### src/rtl/tx_arbiter.sv
// tx_arbiter: shares one serial transmitter among N_REQ byte requesters; all outputs registered.
// Define TX_ARB_ROUND_ROBIN_EN for round-robin arbitration; default build is fixed priority.
module tx_arbiter #(
  parameter int N_REQ      = 4,
  parameter int GAP_CYCLES = 16
) (
  input  logic               clk_i,
  input  logic               rst_i,
  input  logic [N_REQ-1:0]   req_i,
  input  logic [N_REQ*8-1:0] reqData_i,
  output logic [N_REQ-1:0]   grant_o,
  output logic [N_REQ-1:0]   done_o,
  output logic               busy_o,
  output logic               load_o,
  output logic [7:0]         parallelDataIn_o,
  output logic               transmitEnable_o,
  input  logic               charSent_i
);
  localparam int IW = (N_REQ > 1) ? $clog2(N_REQ) : 1;

  typedef enum logic [2:0] {S_IDLE, S_LOAD, S_SEND, S_RELEASE, S_GAP} state_t;

  state_t           state_q, state_d;
  logic [IW-1:0]    owner_q, owner_d;
  logic [7:0]       data_q, data_d;
  logic [7:0]       gap_q, gap_d;
  logic             rel_first_q, rel_first_d;
  logic [N_REQ-1:0] grant_q, grant_d, done_q, done_d, own_oh;
  logic             busy_q, busy_d, load_q, load_d, te_q, te_d;
  logic             win_vld;
  logic [IW-1:0]    win_idx;

  assign own_oh = N_REQ'(1) << owner_q;

`ifdef TX_ARB_ROUND_ROBIN_EN
  logic [IW-1:0] ptr_q, ptr_d;

  // Scan downwards so the last hit is the requester nearest the pointer.
  always_comb begin
    win_vld = 1'b0;
    win_idx = '0;
    for (int k = N_REQ-1; k >= 0; k--) begin
      if (req_i[(int'(ptr_q) + k) % N_REQ]) begin
        win_vld = 1'b1;
        win_idx = IW'((int'(ptr_q) + k) % N_REQ);
      end
    end
  end

  always_comb begin
    ptr_d = ptr_q;
    if (state_q == S_IDLE && win_vld)
      ptr_d = (win_idx == IW'(N_REQ-1)) ? '0 : win_idx + IW'(1);
  end

  always_ff @(posedge clk_i or negedge rst_i) begin
    if (!rst_i) ptr_q <= '0;
    else        ptr_q <= ptr_d;
  end
`else
  always_comb begin
    win_vld = 1'b0;
    win_idx = '0;
    for (int k = N_REQ-1; k >= 0; k--) begin
      if (req_i[k]) begin
        win_vld = 1'b1;
        win_idx = IW'(k);
      end
    end
  end
`endif

  always_comb begin
    state_d     = state_q;
    owner_d     = owner_q;
    data_d      = data_q;
    gap_d       = gap_q;
    rel_first_d = 1'b0;
    case (state_q)
      S_IDLE: if (win_vld) begin
        data_d  = reqData_i[{win_idx, 3'b000} +: 8];
        owner_d = win_idx;
        state_d = S_LOAD;
      end
      S_LOAD: state_d = S_SEND;
      S_SEND: if (charSent_i) begin
        state_d     = S_RELEASE;
        rel_first_d = 1'b1;
      end
      S_RELEASE: if (!charSent_i) begin
        state_d = S_GAP;
        gap_d   = 8'(GAP_CYCLES - 1);
      end
      S_GAP: begin
        if (gap_q == 8'd0) state_d = S_IDLE;
        else               gap_d   = gap_q - 8'd1;
      end
      default: state_d = S_IDLE;
    endcase
  end

  // Outputs are registered from the current state, so they trail the state by one clock.
  always_comb begin
    load_d  = (state_q == S_LOAD);
    te_d    = (state_q == S_LOAD) || (state_q == S_SEND);
    busy_d  = (state_q != S_IDLE);
    grant_d = '0;
    if (state_q == S_LOAD || state_q == S_SEND || state_q == S_RELEASE)
      grant_d = own_oh;
    done_d  = rel_first_q ? own_oh : '0;
  end

  always_ff @(posedge clk_i or negedge rst_i) begin
    if (!rst_i) begin
      state_q     <= S_IDLE;
      owner_q     <= '0;
      data_q      <= 8'h00;
      gap_q       <= 8'h00;
      rel_first_q <= 1'b0;
      grant_q     <= '0;
      done_q      <= '0;
      busy_q      <= 1'b0;
      load_q      <= 1'b0;
      te_q        <= 1'b0;
    end else begin
      state_q     <= state_d;
      owner_q     <= owner_d;
      data_q      <= data_d;
      gap_q       <= gap_d;
      rel_first_q <= rel_first_d;
      grant_q     <= grant_d;
      done_q      <= done_d;
      busy_q      <= busy_d;
      load_q      <= load_d;
      te_q        <= te_d;
    end
  end

  assign grant_o          = grant_q;
  assign done_o           = done_q;
  assign busy_o           = busy_q;
  assign load_o           = load_q;
  assign transmitEnable_o = te_q;
  assign parallelDataIn_o = data_q;
endmodule
### config.mk
export PLATFORM = sky130hd
export DESIGN_NAME = tx_arbiter
export DESIGN_NICKNAME = d
export VERILOG_FILES = /design/src/rtl/tx_arbiter.sv
export SDC_FILE = /design/constraint.sdc
export NUM_CORES = 1
export LEC_CHECK = 0
export ABC_AREA = 1
export ABC_CLOCK_PERIOD_IN_PS = 1600
export CORE_MARGIN = 1.5
export CORE_UTILIZATION = 50
export CTS_BUF_LIST = sky130_fd_sc_hd__clkbuf_4 sky130_fd_sc_hd__clkbuf_8 sky130_fd_sc_hd__clkbuf_16
export CTS_CLUSTER_SIZE = 20
export DETAILED_ROUTE_END_ITERATION = 12
export DONT_BUFFER_PORTS = 1
export GPL_TIMING_DRIVEN = 0
export SLEW_MARGIN = 20
export SYNTH_ARGS = -nofsm -noshare
export SYNTH_HDL_FRONTEND = slang
export SYNTH_SLANG_ARGS = --single-unit
### constraint.sdc
create_clock -name clk_i -period 1.6 [get_ports clk_i]
set_clock_uncertainty 0.2 [all_clocks]
set_input_delay 0.24 -clock clk_i [delete_from_list [all_inputs] [get_ports clk_i]]
set_output_delay 0.24 -clock clk_i [all_outputs]
set_load 0.05 [all_outputs]
Word level (Yosys, flattened, before mapping)
Index checks and enable logic that the tools add are counted.

operators by class
  reduce and logical (&&, ||, !) cells = 9
  add/subtract/negate cells = 1
  equality and inequality tests = 9
  shifts and indexed selects = 2
  muxes and demuxes = 20

operators by type and width
  operator                                                            count
  32-bit by 6-bit variable part select with 8-bit output              1
  8-bit two-way mux                                                   2
  8-bit one-hot mux with 2 select lines                               1
  3-bit one-hot mux with 5 select lines                               1
  3-bit two-way mux                                                   4
  2-bit inequality test, second input constant                        5
  8-bit logical NOT                                                   1
  2-bit two-way mux                                                   4
  4-bit two-way mux                                                   2
  8-bit by 1-bit subtractor with 8-bit output, second input constant  1
  3-bit by 2-bit == test with 1-bit output, second input constant     2
  1-bit two-way mux                                                   6
  4-bit AND reduction                                                 1
  1-bit by 2-bit << shifter with 4-bit output, first input constant   1
  3-bit by 1-bit == test with 1-bit output, second input constant     1
  3-bit == test, second input constant                                1
  3-bit logical NOT                                                   1
  3-bit AND reduction                                                 1
  3-bit nonzero test                                                  1
  1-bit logical OR                                                    2
  2-bit AND reduction                                                 1
  2-bit nonzero test                                                  1

storage, ports and cells
  input bits = 39
  register bits after elaboration = 33
  output and inout bits = 19
  logic and storage cells = 51

Longest topological paths before layout
  depth in word-level cells = 6
  gate-level depth with buffers = 10
  gate-level depth less buffers = 9

Least setup slack after synthesis
No wires, ideal clock.

  path kind = register -> register
  start = reg gap_q[0]
  end = reg gap_q[7]
  data arrival time = 1.181 ns
  setup time = 0.074 ns
  required time = 1.326 ns
  setup slack = 0.145 ns
  period minus slack after synthesis = 1.455 ns
  stages on the path, launching flop included = 10
  cell sequence = dfrtp_1 -> inv_1 -> ha_1 -> nand2_1 -> nor2_1 -> nand3_1 -> nand3_2 -> buf_6 -> nand2_1 -> o21ai_2

between the ends
  longest elaborated chain between the ends = 3
  elaborated cells on any way between the ends = 6
  classes of those cells = 1 x add/sub; 1 x eq/ne; 2 x mux; 2 x reduce/logical

ends and longest elaborated chain
  item                                                                                     line    text
  from (decl)                                                                              26      logic [7:0] gap_q, gap_d;
  from (signal assigned)                                                                   129     gap_q <= gap_d;
  8-bit by 1-bit subtractor with 8-bit output / 8-bit logical NOT (equally long branches)  96, 95
  8-bit two-way mux / 2-bit inequality test (equally long branches)                        --
  8-bit one-hot mux with 2 select lines / 3-bit AND reduction (equally long branches)      --

Several ways; a longest one is shown, not always the timed one. The select of a mux whose other input is x is not followed.
A chain may end at the register's enable or synchronous reset.

Worst setup path in the final report
  start = reg gap_q[0]
  end = reg gap_q[3]

The elaborated chain is that of the path after synthesis.

==> impl_results.rst <==
.. list-table::
   :header-rows: 1

   * - Metric
     - Value
   * - Outcome
     - finished, final reports clean
   * - Area occupied by multi-input gates
     - 907.1 um^2
   * - Cell Area, Synth
     - 0.001938 mm^2
   * - Post-route antenna net violation count
     - 0
   * - Most area-hungry cell type in the Yosys netlist
     - dfrtp_1
   * - Total of buffers placed on input and output ports
     - 0
   * - Peak VDD IR
     - 0.7613 mV
   * - Post-detailed-placement half-perimeter wirelength
     - 2.859 mm
   * - Synth unique cells
     - 26
   * - Routed via count
     - 1643
   * - HP Class
     - in2reg
   * - Worst-Skew Late Latency
     - 0.29 ns
   * - Total power
     - 0.003922 W
   * - Clock share of power
     - 15.8%
   * - Initial antenna violation count
     - 0
   * - Category of the worst setup path launch point
     - register
   * - CTS Buffer Depth
     - 2
   * - Total net switching power
     - 0.001965 W
   * - Setup violators final
     - 0
   * - Core Region
     - 0.003689 mm^2
   * - Top Ports
     - 58
   * - Power per unit of standard cell area
     - 1746 mW/mm^2
   * - First-pass GRT wire length
     - 6.893 mm
   * - Most frequently used flop master after synthesis
     - dfrtp_1
   * - DIE AREA
     - 0.004259 mm^2
   * - Critical Path, Cell by Cell
     - inv_2, ha_4, nand2_4, nor2_4, nand3_2, nand3_4, buf_6, nand2_1, o21ai_1
   * - Initial Utilization
     - 52.54%
   * - Worst slew margin relative to its limit
     - 66.53%
   * - P_int
     - 0.001957 W
   * - Dpl cell area
     - 0.001998 mm^2
   * - Average vias per placed instance
     - 4.847
   * - Share of flip-flops with an asynchronous set or reset after synthesis
     - 100.0%
   * - CTS tree
     - done
   * - Startpoint-to-endpoint class of the critical path
     - reg2reg
   * - RSZ-0062 raised after global routing
     - yes
   * - Max stage delay on crit path
     - 0.42 ns
   * - H-tree depth
     - 2
   * - Share of the synthesized area in the top cell type
     - 42.61%
   * - Finished layout cell area
     - 0.002246 mm^2
   * - Clock transition at the registers of the reported paths
     - 0.07 ns
   * - Switching Share
     - 50.10%
   * - Fillcell total
     - 346
   * - Period Utilization, post-route
     - 98.81%
   * - Die extent in y
     - 65.26 um
   * - Via count of the first global-routing pass
     - 1511
   * - Layout cell share with drive strength beyond 1
     - 17.87%
   * - Commonest cells post-synth
     - nand2_1, inv_1, nand3_1, dfrtp_1, nor2_1
   * - Element type at the critical path end
     - register
   * - CP arrival
     - 1.59 ns
   * - Std-Cell Rows
     - 22
   * - Area used by sequential logic in the layout
     - 828.3 um^2
   * - Number of flops mapped to enable cells by yosys
     - 0
   * - Total global routing track utilization
     - 21.19%
   * - Leading cell types by total area after synthesis
     - dfrtp_1, nand2_1, nand3_1
   * - Post-synthesis cell count
     - 271
   * - Sequential cell fraction of total power
     - 50.3%
   * - Post-route DRC
     - 0
   * - Transition time at the pin with the least slew margin
     - 0.5020 ns
   * - Post-layout net count
     - 331
   * - Count of pins over their slew limit
     - 0
   * - DP Worst Slack
     - 0.02874 ns
   * - Area growth syn-to-layout
     - 15.88%
   * - Final hold violations
     - 0
   * - Number of storage elements in the synthesis netlist
     - 33
   * - Mapped Avg Cell Area
     - 7.152 um^2
   * - Root cell of the clock tree
     - clkbuf_8
   * - Count of routing violations after the opening detailed-route iteration
     - 122
   * - Minimum clock period after layout
     - 1.581 ns
   * - First-pass iteration count of the detailed router
     - 4
   * - Sequential element share of the synthesized area
     - 42.61%
   * - Detail-routed net length per standard cell
     - 12.06 um
   * - Routed wire length
     - 4.087 mm
   * - Total congestion overflow after global routing
     - 0
   * - CP max-delay cell
     - dfrtp_1
   * - Max_cap viols
     - 0
   * - Final Wtd Congestion
     - 0.8359
   * - Count of warnings emitted by yosys
     - 0
   * - Combinational share of power
     - 33.9%
   * - Leakage
     - 1.249 nW
   * - Cts bufs inserted
     - 5
   * - Clock sink total
     - 33
   * - Crit path required time
     - 1.61 ns
   * - Die X-Extent
     - 65.26 um
   * - Critical Path Fanout Max
     - 5
   * - Total nets after synthesis
     - 312
   * - Maximum number of pins on one net before global-route repair
     - 34
   * - Fmax achieved
     - 632.5 MHz
   * - Total inserted antenna cells
     - 0
   * - Setup slack of the critical path after layout
     - 0.01900 ns
   * - Most frequent cell after synthesis
     - nand2_1
   * - Final Core Density
     - 60.89%
==> kinds of logic after synthesis <==
family | Yosys count | synth area share, %
AO/OA/AOI/OAI | 10 | 3.163
XOR/XNOR | 3 | 1.356
adder cells (fa/ha/maj) | 2 | 1.291
buffers and inverters | 61 | 13.04
flip-flops | 33 | 42.61
AND/OR/NAND/NOR | 162 | 38.54
==> power by group through the flow <==
stage	Combinational [W]	Sequential [W]	Clock (W)
2_1_floorplan	0.000919	0.00192	0
3_3_place_gp	0.00109	0.00198	0
3_5_place_dp	0.00110	0.00198	0
4_1_cts	0.00114	0.00196	0.000630
5_1_grt	0.00154	0.00201	0.000672
6_report	0.00133	0.00197	0.000620
==> cell usage in the layout, fill, tap and decap left out, types with 2 or more instances in the layout <==
master	netlist	final
inv_1	50	47
buf_2	2	2
o21ai_2	2	2
nand2_4	3	5
a21oi_1	2	2
dlygate4sd3_1	0	2
buf_4	1	9
xor2_1	2	2
nand2_1	83	81
clkbuf_8	0	5
clkinv_2	0	2
o21ai_1	4	4
nand4_1	4	4
dfrtp_1	33	31
inv_2	5	8
buf_6	2	3
nor3_1	9	9
nand2_2	3	3
dfrtp_2	0	2
nor2_1	16	15
nand3_1	40	39
==> worst max-delay path, delay by kind of cell (launching register included) <==
kind	cells	cell delay, ns
AO/OA/AOI/OAI	1	0.07
buffers and inverters	2	0.23
flip-flops	1	0.42
adder cells (fa/ha/maj)	1	0.14
AND/OR/NAND/NOR	5	0.44
==> per-stage QoR <==
| step | hold WS (ns) | TNS [ns] | instances |
|---|---|---|---|
| after floorplan | -0.2556 | 0 | 271 |
| after global placement | -0.2550 | 0 | 319 |
| after detailed placement | -0.2549 | 0 | 319 |
| after CTS | 0.02302 | 0 | 330 |
| after global routing | 0.07827 | -0.3329 | 339 |
| final | 0.02734 | 0 | 339 |
==> layer usage <==
metal	vias up	track usage, %	wire length [um]
met1	718	29.57	2004
li1	868	-	-
met2	50	31.76	1832
met3	7	5.308	188
met4	0	7.813	62
met5	-	0	0
==> area by class of cell <==
type / count / share of cell area (%)
multi-input cells: 177 / 40.39
flip-flops and latches: 33 / 36.88
inverters: 56 / 9.471
repair buffers: 12 / 4.958
clock buffers: 6 / 3.398
well taps: 48 / 2.674
plain buffers: 5 / 1.783
clock inverters: 2 / 0.4457
==> state kept, by name (all words and copies together), names as in the netlist <==
register	count
busy_o	1
done_o	4
gap_q	8
grant_o	4
load_o	1
owner_q	2
parallelDataIn_o	8
rel_first_q	1
state_q	3
transmitEnable_o	1
==> what timing repair did <==
action | 4_1_cts | 5_1_grt
gates resized for setup | 0 | 18
hold endpoints to repair | 35 | 0
hold buffers | 3 | 0
endpoints found under the setup margin | 0 | 15
setup buffers | 0 | 8
==> final timing paths <==
check | start | endpoint | slack, ns | cells after the start
worst min register to register | state_q[2]$_DFFE_PN0P_ | load_o$_DFF_PN0_ | 0.29 | 1
worst max-delay path | gap_q[0]$_DFFE_PN0P_ | gap_q[3]$_DFFE_PN0P_ | 0.02 | 9
max in group asynchronous | rst_i | state_q[0]$_DFFE_PN0P_ | 0.79 | 2
worst min-delay path | charSent_i | state_q[0]$_DFFE_PN0P_ | 0.03 | 4
min in group asynchronous | rst_i | busy_o$_DFF_PN0_ | 0.23 | 2
worst max register to register | gap_q[0]$_DFFE_PN0P_ | gap_q[3]$_DFFE_PN0P_ | 0.02 | 9
Power figures use the tool's default switching activity.
